==> config.mk <==
export PLATFORM = sky130hd
export DESIGN_NAME = data_mem_bridge_flat
export DESIGN_NICKNAME = d
export VERILOG_FILES = /design/src/rtl/data_mem_bridge_if.sv /design/src/rtl/data_mem_bridge.sv /design/src/flat_wrapper.sv
export SDC_FILE = /design/constraint.sdc
export NUM_CORES = 1
export LEC_CHECK = 0
export ABC_AREA = 1
export CORE_UTILIZATION = 40
export CTS_CLUSTER_SIZE = 12
export DETAILED_ROUTE_END_ITERATION = 10
export PLACE_DENSITY = 0.74
export SETUP_SLACK_MARGIN = 0.2
export SLEW_MARGIN = 25
export SYNTH_ARGS = -nofsm -noshare
export SYNTH_HDL_FRONTEND = slang
export SYNTH_SLANG_ARGS = --single-unit
==> constraint.sdc <==
create_clock -name clk -period 2.8 [get_ports clk]
set_input_delay 0.56 -clock clk [delete_from_list [all_inputs] [get_ports clk]]
set_output_delay 0.56 -clock clk [all_outputs]
set_load 0.03 [all_outputs]
==> src/rtl/data_mem_bridge_if.sv <==
// Bus bundle between the core memory stage, the data_mem_bridge and the memory data port.
// The master modport is the environment (core + memory); the slave modport is the bridge.
`ifndef DATA_BITS
`define DATA_BITS 16
`endif

interface data_mem_bridge_if #(
  parameter int DATA_BITS = `DATA_BITS
);
  logic                   req_valid;
  logic                   req_ready;
  logic                   req_we;
  logic [1:0]             req_size;
  logic                   req_unsigned;
  logic [DATA_BITS-1:0]   req_addr;
  logic [31:0]            req_wdata;
  logic                   resp_valid;
  logic [31:0]            resp_rdata;
  logic                   resp_err;
  logic [DATA_BITS-3:0]   mem_addr;
  logic                   mem_ren;
  logic                   mem_wen;
  logic [31:0]            mem_wdata;
  logic [3:0]             mem_bsv;
  logic [31:0]            mem_rdata;
  logic                   mem_ready;

  modport master (
    output req_valid, req_we, req_size, req_unsigned, req_addr, req_wdata,
    output mem_rdata, mem_ready,
    input  req_ready, resp_valid, resp_rdata, resp_err,
    input  mem_addr, mem_ren, mem_wen, mem_wdata, mem_bsv
  );

  modport slave (
    input  req_valid, req_we, req_size, req_unsigned, req_addr, req_wdata,
    input  mem_rdata, mem_ready,
    output req_ready, resp_valid, resp_rdata, resp_err,
    output mem_addr, mem_ren, mem_wen, mem_wdata, mem_bsv
  );
endinterface

==> src/rtl/data_mem_bridge.sv <==
// Load/store bridge: turns one byte/half/word core request into memory strobes and
// returns extended load data, a write acknowledge, or a misalign/timeout error.
//
//   state      | meaning
//   S_IDLE     | req_ready=1, waiting for a request
//   S_WR       | mem_wen strobe cycle
//   S_RD_ISSUE | mem_ren strobe cycle (mem_ready not sampled here)
//   S_RD_WAIT  | waiting for mem_ready, timeout counter running
//   S_DONE     | resp_valid pulse
`ifndef DATA_BITS
`define DATA_BITS 16
`endif

module data_mem_bridge #(
  parameter int DATA_BITS = `DATA_BITS,
  parameter int TIMEOUT   = 64
) (
  input logic               clk,
  input logic               reset,
  data_mem_bridge_if.slave  bus
);

  localparam int            CW       = (TIMEOUT > 1) ? $clog2(TIMEOUT) : 1;
  localparam logic [CW-1:0] CNT_LAST = CW'(TIMEOUT - 1);

  typedef enum logic [2:0] {
    S_IDLE,
    S_WR,
    S_RD_ISSUE,
    S_RD_WAIT,
    S_DONE
  } state_t;

  state_t               state_q, state_d;
  logic [1:0]           size_q, size_d;
  logic                 uns_q, uns_d;
  logic [1:0]           lo_q, lo_d;
  logic [CW-1:0]        cnt_q, cnt_d;
  logic [DATA_BITS-3:0] mem_addr_q, mem_addr_d;
  logic [31:0]          mem_wdata_q, mem_wdata_d;
  logic [3:0]           mem_bsv_q, mem_bsv_d;
  logic                 mem_ren_q, mem_ren_d;
  logic                 mem_wen_q, mem_wen_d;
  logic                 req_ready_q, req_ready_d;
  logic                 resp_valid_q, resp_valid_d;
  logic [31:0]          resp_rdata_q, resp_rdata_d;
  logic                 resp_err_q, resp_err_d;

  logic [3:0]           bsv_lanes;
  logic [31:0]          wdata_lanes;
  logic                 misaligned;
  logic [15:0]          lane_h;
  logic [7:0]           lane_b;
  logic [31:0]          load_ext;

  // Request decode: lane enables and replicated store data; size 11 behaves as a word.
  always_comb begin
    bsv_lanes   = 4'b1111;
    wdata_lanes = bus.req_wdata;
    case (bus.req_size)
      2'b00: begin
        bsv_lanes   = 4'b0001 << bus.req_addr[1:0];
        wdata_lanes = {4{bus.req_wdata[7:0]}};
      end
      2'b01: begin
        bsv_lanes   = 4'b0011 << bus.req_addr[1:0];
        wdata_lanes = {2{bus.req_wdata[15:0]}};
      end
      default: begin
        bsv_lanes   = 4'b1111;
        wdata_lanes = bus.req_wdata;
      end
    endcase
    misaligned = ((bus.req_size == 2'b01) && bus.req_addr[0]) ||
                 (bus.req_size[1] && (bus.req_addr[1:0] != 2'b00));
  end

  always_comb begin
    lane_h = bus.mem_rdata[{lo_q[1], 4'b0000} +: 16];
    lane_b = bus.mem_rdata[{lo_q, 3'b000} +: 8];
    if (size_q[1]) begin
      load_ext = bus.mem_rdata;
    end else if (size_q[0]) begin
      load_ext = {{16{lane_h[15] & ~uns_q}}, lane_h};
    end else begin
      load_ext = {{24{lane_b[7] & ~uns_q}}, lane_b};
    end
  end

  // Outputs are computed for the state being entered so that every output is a flop.
  always_comb begin
    state_d      = state_q;
    size_d       = size_q;
    uns_d        = uns_q;
    lo_d         = lo_q;
    cnt_d        = cnt_q;
    mem_addr_d   = mem_addr_q;
    mem_wdata_d  = mem_wdata_q;
    mem_bsv_d    = 4'b0000;
    mem_ren_d    = 1'b0;
    mem_wen_d    = 1'b0;
    resp_rdata_d = 32'h0;
    resp_err_d   = 1'b0;

    case (state_q)
      S_IDLE: begin
        if (bus.req_valid && req_ready_q) begin
          size_d      = bus.req_size;
          uns_d       = bus.req_unsigned;
          lo_d        = bus.req_addr[1:0];
          mem_addr_d  = bus.req_addr[DATA_BITS-1:2];
          mem_wdata_d = wdata_lanes;
          if (misaligned) begin
            state_d    = S_DONE;
            resp_err_d = 1'b1;
          end else if (bus.req_we) begin
            state_d   = S_WR;
            mem_wen_d = 1'b1;
            mem_bsv_d = bsv_lanes;
          end else begin
            state_d   = S_RD_ISSUE;
            mem_ren_d = 1'b1;
          end
        end
      end
      S_WR: begin
        state_d = S_DONE;
      end
      S_RD_ISSUE: begin
        state_d = S_RD_WAIT;
        cnt_d   = '0;
      end
      S_RD_WAIT: begin
        if (bus.mem_ready) begin
          state_d      = S_DONE;
          resp_rdata_d = load_ext;
        end else if (cnt_q == CNT_LAST) begin
          state_d    = S_DONE;
          resp_err_d = 1'b1;
        end else begin
          cnt_d = cnt_q + 1'b1;
        end
      end
      S_DONE: begin
        state_d = S_IDLE;
      end
      default: begin
        state_d = S_IDLE;
      end
    endcase

    resp_valid_d = (state_d == S_DONE);
    req_ready_d  = (state_d == S_IDLE);
  end

  always_ff @(posedge clk or negedge reset) begin
    if (!reset) begin
      state_q      <= S_IDLE;
      size_q       <= 2'b00;
      uns_q        <= 1'b0;
      lo_q         <= 2'b00;
      cnt_q        <= '0;
      mem_addr_q   <= '0;
      mem_wdata_q  <= 32'h0;
      mem_bsv_q    <= 4'b0000;
      mem_ren_q    <= 1'b0;
      mem_wen_q    <= 1'b0;
      req_ready_q  <= 1'b1;
      resp_valid_q <= 1'b0;
      resp_rdata_q <= 32'h0;
      resp_err_q   <= 1'b0;
    end else begin
      state_q      <= state_d;
      size_q       <= size_d;
      uns_q        <= uns_d;
      lo_q         <= lo_d;
      cnt_q        <= cnt_d;
      mem_addr_q   <= mem_addr_d;
      mem_wdata_q  <= mem_wdata_d;
      mem_bsv_q    <= mem_bsv_d;
      mem_ren_q    <= mem_ren_d;
      mem_wen_q    <= mem_wen_d;
      req_ready_q  <= req_ready_d;
      resp_valid_q <= resp_valid_d;
      resp_rdata_q <= resp_rdata_d;
      resp_err_q   <= resp_err_d;
    end
  end

  assign bus.req_ready  = req_ready_q;
  assign bus.resp_valid = resp_valid_q;
  assign bus.resp_rdata = resp_rdata_q;
  assign bus.resp_err   = resp_err_q;
  assign bus.mem_addr   = mem_addr_q;
  assign bus.mem_ren    = mem_ren_q;
  assign bus.mem_wen    = mem_wen_q;
  assign bus.mem_wdata  = mem_wdata_q;
  assign bus.mem_bsv    = mem_bsv_q;

endmodule

==> src/flat_wrapper.sv <==
// flat-port wrapper written by rule: the top's interface ports become plain ports
module data_mem_bridge_flat 
#(
  parameter int DATA_BITS = `DATA_BITS,
  parameter int TIMEOUT   = 64
)
  (clk, reset, bus_req_valid, bus_req_we, bus_req_size, bus_req_unsigned, bus_req_addr, bus_req_wdata, bus_mem_rdata, bus_mem_ready, bus_req_ready, bus_resp_valid, bus_resp_rdata, bus_resp_err, bus_mem_addr, bus_mem_ren, bus_mem_wen, bus_mem_wdata, bus_mem_bsv);
  data_mem_bridge_if #(.DATA_BITS(DATA_BITS)) bus_i ();
  input logic clk;
  input logic reset;
  input wire logic [$bits(bus_i.req_valid)-1:0] bus_req_valid;
  input wire logic [$bits(bus_i.req_we)-1:0] bus_req_we;
  input wire logic [$bits(bus_i.req_size)-1:0] bus_req_size;
  input wire logic [$bits(bus_i.req_unsigned)-1:0] bus_req_unsigned;
  input wire logic [$bits(bus_i.req_addr)-1:0] bus_req_addr;
  input wire logic [$bits(bus_i.req_wdata)-1:0] bus_req_wdata;
  input wire logic [$bits(bus_i.mem_rdata)-1:0] bus_mem_rdata;
  input wire logic [$bits(bus_i.mem_ready)-1:0] bus_mem_ready;
  output wire logic [$bits(bus_i.req_ready)-1:0] bus_req_ready;
  output wire logic [$bits(bus_i.resp_valid)-1:0] bus_resp_valid;
  output wire logic [$bits(bus_i.resp_rdata)-1:0] bus_resp_rdata;
  output wire logic [$bits(bus_i.resp_err)-1:0] bus_resp_err;
  output wire logic [$bits(bus_i.mem_addr)-1:0] bus_mem_addr;
  output wire logic [$bits(bus_i.mem_ren)-1:0] bus_mem_ren;
  output wire logic [$bits(bus_i.mem_wen)-1:0] bus_mem_wen;
  output wire logic [$bits(bus_i.mem_wdata)-1:0] bus_mem_wdata;
  output wire logic [$bits(bus_i.mem_bsv)-1:0] bus_mem_bsv;
  assign bus_i.req_valid = bus_req_valid;
  assign bus_i.req_we = bus_req_we;
  assign bus_i.req_size = bus_req_size;
  assign bus_i.req_unsigned = bus_req_unsigned;
  assign bus_i.req_addr = bus_req_addr;
  assign bus_i.req_wdata = bus_req_wdata;
  assign bus_i.mem_rdata = bus_mem_rdata;
  assign bus_i.mem_ready = bus_mem_ready;
  assign bus_req_ready = bus_i.req_ready;
  assign bus_resp_valid = bus_i.resp_valid;
  assign bus_resp_rdata = bus_i.resp_rdata;
  assign bus_resp_err = bus_i.resp_err;
  assign bus_mem_addr = bus_i.mem_addr;
  assign bus_mem_ren = bus_i.mem_ren;
  assign bus_mem_wen = bus_i.mem_wen;
  assign bus_mem_wdata = bus_i.mem_wdata;
  assign bus_mem_bsv = bus_i.mem_bsv;
  data_mem_bridge #(.DATA_BITS(DATA_BITS), .TIMEOUT(TIMEOUT)) u_core (.clk(clk), .reset(reset), .bus(bus_i));
endmodule
# ---- Yosys cells after proc, flatten, opt, wreduce, memory -nomap -nowiden
# Index checks and enable logic that the tools add are counted.
dict set report totals {
  register_bits 101
  in_bits 88
}
dict set report op_classes {
  n_addsub 1
  n_eq_ne 8
  shift 4
  mux 32
  bitwise_logic 3
  reduce_logical 11
}
# op n
set op_table {}
lappend op_table {{2-to-1 mux 32 bit} 4}
lappend op_table {{one-hot mux 32 bit (2 select lines)} 1}
lappend op_table {{indexed part select 32 x 6 -> 16 bit} 1}
lappend op_table {{indexed part select 32 x 6 -> 8 bit} 1}
lappend op_table {{2-to-1 mux 4 bit} 4}
lappend op_table {{2-to-1 mux 1 bit} 12}
lappend op_table {{2-to-1 mux 3 bit} 4}
lappend op_table {{2-to-1 mux 6 bit} 2}
lappend op_table {{one-hot mux 3 bit (4 select lines)} 1}
lappend op_table {{one-hot mux 6 bit (2 select lines)} 1}
lappend op_table {{one-hot mux 4 bit (2 select lines)} 1}
lappend op_table {{adder 6 x 1 -> 6 bit, second input constant} 1}
lappend op_table {{equality test 3 x 2 -> 1 bit, second input constant} 2}
lappend op_table {{equality test 6 bit, second input constant} 1}
lappend op_table {{logical NOT 3 bit} 2}
lappend op_table {{inequality test 2 bit, second input constant} 2}
lappend op_table {{nonzero test 2 bit} 2}
lappend op_table {{left shift 1 x 2 -> 4 bit, first input constant} 1}
lappend op_table {{left shift 2 x 2 -> 4 bit, first input constant} 1}
lappend op_table {{equality test 3 x 1 -> 1 bit, second input constant} 1}
lappend op_table {{equality test 3 bit, second input constant} 1}
lappend op_table {{logical AND 1 bit} 3}
lappend op_table {{AND reduction 3 bit} 1}
lappend op_table {{bitwise AND 1 bit} 2}
lappend op_table {{other kinds (7)} 7}

# ---- Depth between registers and ports, before layout
# Gate-level depths: netlist of the first run.
dict set report logic_depth {
  depth_word 7
  depth_mapped 11
}

# ---- Least setup slack after synthesis of the first run
# No wires, ideal clock.
dict set report synth_timing {
  path_kind {reg-to-reg}
  start {register u_core.req_ready_q, in the netlist u_core.bus.req_ready}
  end {register u_core.mem_wdata_q[14], in the netlist u_core.bus.mem_wdata[14]}
  setup_time_ps 132
  arrival_time_ps 1392
  setup_slack_ps 1276
  path_stages_with_launch 8
  n_path_buf 2
  cell_sequence {dfstp_2 -> nand3_1 -> nor3_4 -> inv_2 -> buf_2 -> buf_2 -> nand2_1 -> o21ai_1}
}
dict set report synth_between {
  elab_chain_len 2
}
# item line_no
set synth_lines {}
lappend synth_lines {{start: declaration} data_mem_bridge.sv:44} ;# logic req_ready_q, req_ready_d;
lappend synth_lines {{start signal: assignment} data_mem_bridge.sv:183} ;# req_ready_q <= req_ready_d;
lappend synth_lines {{logical AND 1 bit} data_mem_bridge.sv:107} ;# if (bus.req_valid && req_ready_q) begin
lappend synth_lines {{AND reduction 2 bit (no line)} n/a}
lappend synth_lines {{end signal: assignment} data_mem_bridge.sv:179} ;# mem_wdata_q <= mem_wdata_d;
lappend synth_lines {{end: declaration} data_mem_bridge.sv:40} ;# logic [31:0] mem_wdata_q, mem_wdata_d;
# Every way passes these cells.
# A chain may end at the register's enable or synchronous reset.

# ---- Worst setup path after layout of the first run
dict set report layout_timing {
  start {register u_core.req_ready_q, in the netlist u_core.bus.req_ready}
  end {output bus_req_ready}
}
# item line_no
set layout_rtl {}
lappend layout_rtl {{end: declaration} flat_wrapper.sv:19} ;# output wire logic [$bits(bus_i.req_ready)-1:0] bus_req_ready;
# No word-level cell between the ends.

==> flow_summary.ini, run 1 <==
[die]
die_area_um2 = 11700
initial_utilization_pct = 41.3
row_count = 38
dieHeight_um = 108
ios = 175
design.core.area_um2 = 10900
die_w_um = 108

[grt]
grt_start_max_net_pins = 72
grt_pass1_vias = 4228
grt_overflow = 0
grt_usage_pct = 22.7
grt_pass1_wl_um = 20400
antenna_found_initial = 0

[clocking]
postCtsSetupBuffers = 0
insertion_delay_ps = 340
tritoncts = yes
cts_buffers = 9
cts.repair.resized = 0
clock_sinks = 101
clock_path_buffers = 2
hold_buffers = 0
htreeDepth = 3
cts_root_buf = clkbuf_16
clkTransAtPathRegs_ps = 60

[setup_path]
critical_path_class = flop to output port
cp.required_ps = 2240
critPathLaunchType = flop
cp_slowest_stage_delay_ps = 660
r2r_cells = 9
cp_num_buf_inv = 1
crit_path_end_kind = output port
slowest_stage = clkdlybuf4s50_1
worstPathCellList = clkdlybuf4s50_1
cp_top_family = buffers and inverters
crit_fanout = 2
arrival_ps = 1530
cp.depth = 1

[drt]
vias = 4226
via_per_inst = 5.06
wl_per_cell_um = 15.2
first_pass_iters = 5
ant_nets = 0
first_iter_violations = 183
drc = 0
routed_wl_um = 12700

[timing]
slew-limit-headroom_pct = 42.1
layout_min_cycle_time_ps = 2090
finalHoldViolCount = 0
worstMarginPinSlew_ps = 868
drv_slew = 0
period_share_pct = 74.8
finClkSkew_ps = 11.1
rsz0062_at_grt = no
finalSetupViolations = 0
tns_ps = 0
clock.fmax_mhz = 477

[logic_synthesis]
syn_area_um2 = 4510
ys_warn_count = 0
ys_types = 34
syn_area_per_cell_um2 = 8.63
synthCells = 523
seq_area_frac_synth_pct = 56.0
ys_ff_latch = 101
synth_nets = 612

[cells_and_area]
syn_to_final_growth_pct = 46.9
final_cell_mix = nand2_1 (176), clkdlybuf4s50_1 (173), dfrtp_1 (100), nor2_1 (48), a21oi_1 (33)
instances_no_fill = 835
final_core_util_pct = 60.6
nets = 779
diodes = 0
layout_commonest_cell = nand2_1
drive_gt1_share_pct = 8.06

[placement]
gp_congestion = 0.923
dp.cells = 819
dpl.hpwl_um = 9280
io_buffers = 174

[pwr]
peakVddDrop_mv = 0.570
pwr_density_cell_nw_per_um2 = 962
leakage_nw = 3.09

[hold_path]
hp-class = primary input to async pin

[run]
drv_cap = 0

[run_status]
outcome = finished clean
-- cells in the mapped netlist --
master,number,area (µm²)
nand2_1,176,661
dfrtp_1,100,2500
nor2_1,48,180
a21oi_1,33,165
o21ai_0,30,150
nand3_1,19,95.1
o21ai_1,19,95.1
a31oi_1,13,81.3
inv_1,13,48.8
buf_2,10,50.1
clkbuf_1,8,30.0
o211ai_1,8,60.1
nand2_2,7,43.8
inv_2,6,22.5
nor2_2,6,37.5
nand2_4,4,45.0
buf_4,2,15.0
buf_6,2,22.5
inv_4,2,12.5
nand3_2,2,20.0
xor2_1,2,17.5
a21oi_2,1,8.76
buf_1,1,3.75
buf_8,1,15.0
dfstp_2,1,26.3
ha_1,1,12.5
inv_8,1,11.3
nand3b_1,1,7.51
nor2_4,1,11.3
nor2_8,1,20.0
nor3_1,1,5.00
nor3_4,1,16.3
o211ai_2,1,12.5
o21ai_2,1,8.76
-- metal layers --
layer | vias up | track usage (%) | wire [µm] | part of all wire, %
li1 | 2036 | - | - | -
met1 | 1947 | 27.7 | 5250 | 41
met2 | 216 | 37.2 | 5850 | 46
met3 | 27 | 6.09 | 1270 | 10
met4 | 0 | 10.7 | 354 | 2.8
met5 | - | 0 | 0 | 0
-- metrics by stage --
step / area (µm²) / hold slack, ps / setup WS [ps] / power (W)
CTS: 6630 / 152 / 691 / 0.00641
floorplan: 4510 / 264 / 1280 / 0.00405
detailed placement: 6350 / 458 / 580 / 0.00522
global placement: 6350 / 458 / 677 / 0.00516
global route: 6630 / 174 / 664 / 0.00676
finish: 6630 / 151 / 705 / 0.00638
-- worst paths after layout --
path                                             start                        end  slack, ps
worst max register to register         u_core.cnt_q[0]            u_core.cnt_q[5]       1130
worst min register to register  u_core.bus.mem_addr[6]     u_core.bus.mem_addr[6]        470
worst min-delay path                             reset  u_core.bus.resp_rdata[20]        150
max in group asynchronous                        reset       u_core.bus.req_ready       1940
min in group clk                u_core.bus.mem_addr[6]     u_core.bus.mem_addr[6]        470
worst max-delay path              u_core.bus.req_ready              bus_req_ready        710
-- registers in the layout (all words and copies together), names as in the netlist, 2 cells and up --
name,flops
u_core.state_q,3
u_core.lo_q,2
u_core.bus.mem_bsv,4
u_core.cnt_q,6
u_core.size_q,2
u_core.bus.mem_wdata,32
u_core.bus.mem_addr,14
u_core.bus.resp_rdata,32
-- logic make-up after synthesis --
family / synth area share [%]
DFF: 56.0
xor gates and xnor gates: 0.388
adders and majority gates: 0.277
buffers and inverters: 5.13
AOI/OAI and AO/OA: 12.9
and+or+nand+nor: 25.3
-- power by group --
part | leakage (nW) | switching [W] | total [W] | internal [W]
Sequential | 1.32 | 0.000289 | 0.00217 | 0.00188
Clock | 0.132 | 0.000522 | 0.00117 | 0.000651
Combinational | 1.64 | 0.00190 | 0.00303 | 0.00113
Total | 3.09 | 0.00271 | 0.00638 | 0.00367
-- area by class of cell --
class | count | area (µm²)
fillers | 960 | 4310
clock inverters | 3 | 20.0
inverters | 22 | 95.1
flip-flops and latches | 101 | 2530
repair buffers | 180 | 1800
clock buffers | 13 | 260
multi-input cells | 376 | 1750
well taps | 140 | 175
No activity file was read; power rests on OpenSTA's default activity.
==> run 2: changes to the inputs <==
Clock period 2.8 ns to 2.19 ns, I/O delays scaled along.
==> flow_summary.ini, run 2 (synthesized netlist as in run 1, its figures left out) <==
[drt]
drc = 0
ant_nets = 0
routed.top_layer = met4
routed_wl_um = 12600
dr_wl_met3_um = 1180
drt-met1-wl_um = 5220
first_pass_iters = 5
wl_per_cell_um = 15.1
wl_met2_um = 5840
vias = 4300
via_per_inst = 5.14
first_iter_violations = 270

[placement]
post_dp_cell_area_um2 = 6370
io_buffers = 174
place_ws_ps = 114
gp_congestion = 0.915
dpl.hpwl_um = 9330

[setup_path]
worstPathCellList = clkdlybuf4s50_1
cp.required_ps = 1750
cp_slowest_stage_delay_ps = 690
crit_fanout = 2
critPathLaunchType = flop
cp_top_family = buffers and inverters
cp_num_buf_inv = 1
critical_path_class = flop to output port
slowest_stage = clkdlybuf4s50_1
crit_path_end_kind = output port
arrival_ps = 1410

[clocking]
clkTransAtPathRegs_ps = 70
tritoncts = yes
cts_buffers = 9
insertion_delay_ps = 340
clock_path_buffers = 2
htreeDepth = 3
cts_root_buf = clkbuf_16
clock_sinks = 101

[hold_path]
hp-class = primary input to async pin

[cells_and_area]
final_cell_mix = nand2_1 (176), clkdlybuf4s50_1 (172), dfrtp_1 (100), nor2_1 (48), a21oi_1 (33)
finalInstanceArea_um2 = 6670
drive_gt1_share_pct = 8.61
fillerInstances = 930
nets = 782
layout_commonest_cell = nand2_1
diodes = 0
syn_to_final_growth_pct = 47.8

[timing]
layout_min_cycle_time_ps = 1850
setup_ws_ps = 339
rsz0062_at_grt = no
finalSetupViolations = 0
period_share_pct = 84.5
drv_slew = 0
clock.fmax_mhz = 540
slew-limit-headroom_pct = 43.1
fin_hold_ws_ps = 1.22
finalHoldViolCount = 0
worstMarginPinSlew_ps = 852
tns_ps = 0
finClkSkew_ps = 5.83

[grt]
grt_start_max_net_pins = 57
grt_usage_pct = 22.2
grt_overflow = 0
grt_pass1_wl_um = 19800
grt_pass1_vias = 4143
antenna_found_initial = 0

[die]
die_w_um = 108
ios = 175
initial_utilization_pct = 41.3
die_area_um2 = 11700
dieHeight_um = 108
design.core.area_um2 = 10900
row_count = 38

[run_status]
outcome = finished clean

[run]
drv_cap = 0

[pwr]
leakage_nw = 3.12
pwr_density_cell_nw_per_um2 = 1240
power_w = 0.00824
peakVddDrop_mv = 0.787
[run 2: cell types whose count changed in the layout (fill, tap and decap cells not counted), sizes merged]
cell	change
bufinv	+1
dlygate4sd2	+1
clkinvlp	-1
clkdlybuf4s50	-1
buf	+3
clkinv	+1
clkbuf	-2
[run 2: area by class of cell]
cell class	instances	area, µm²	share of cell area (%)
inverters	22	95.1	1.43
well taps	140	175	2.63
clock buffers	11	253	3.79
flip-flops and latches	101	2530	37.9
multi-input cells	376	1750	26.3
clock inverters	4	47.5	0.713
repair buffers	183	1820	27.3
[run 2: what timing repair did]
action | 4_1_cts | 5_1_grt
hold buffers | 0 | 0
endpoints found under the setup margin | 1 | 0
resized for setup | 1 | 0
setup buffers | 0 | 0
[run 2: metrics by stage]
stage                     utilization, %  instances
final                               61.0        837
after global routing                61.0        837
after CTS                           61.0        837
after detailed placement            58.3        822
after global placement              58.3        822
after floorplan                        -        523
[run 2: power breakdown]
part | internal [W] | switching [W] | total (W)
Combinational | 0.00144 | 0.00241 | 0.00386
Sequential | 0.00241 | 0.000373 | 0.00278
Clock | 0.000938 | 0.000663 | 0.00160
[run 2: final timing paths]
path | slack [ps] | from | depth (start not counted) | to
min in group clk | 470 | u_core.bus.mem_addr[12] | 2 | u_core.bus.mem_addr[12]
setup reg to reg | 510 | u_core.bus.req_ready | 5 | u_core.bus.mem_wdata[12]
setup / recovery | 340 | u_core.bus.mem_wdata[9] | 1 | bus_mem_wdata[9]
hold reg to reg | 470 | u_core.bus.mem_addr[12] | 2 | u_core.bus.mem_addr[12]
hold / removal | 1 | reset | 1 | u_core.bus.resp_rdata[18]
max in group asynchronous | 1610 | reset | 2 | u_core.bus.resp_rdata[10]
[run 2: per-layer routing]
layer	vias up	GRT usage, %
li1	2033	-
met1	1987	27.8
met2	246	35.4
met3	34	5.06
met4	0	12.5
met5	-	0
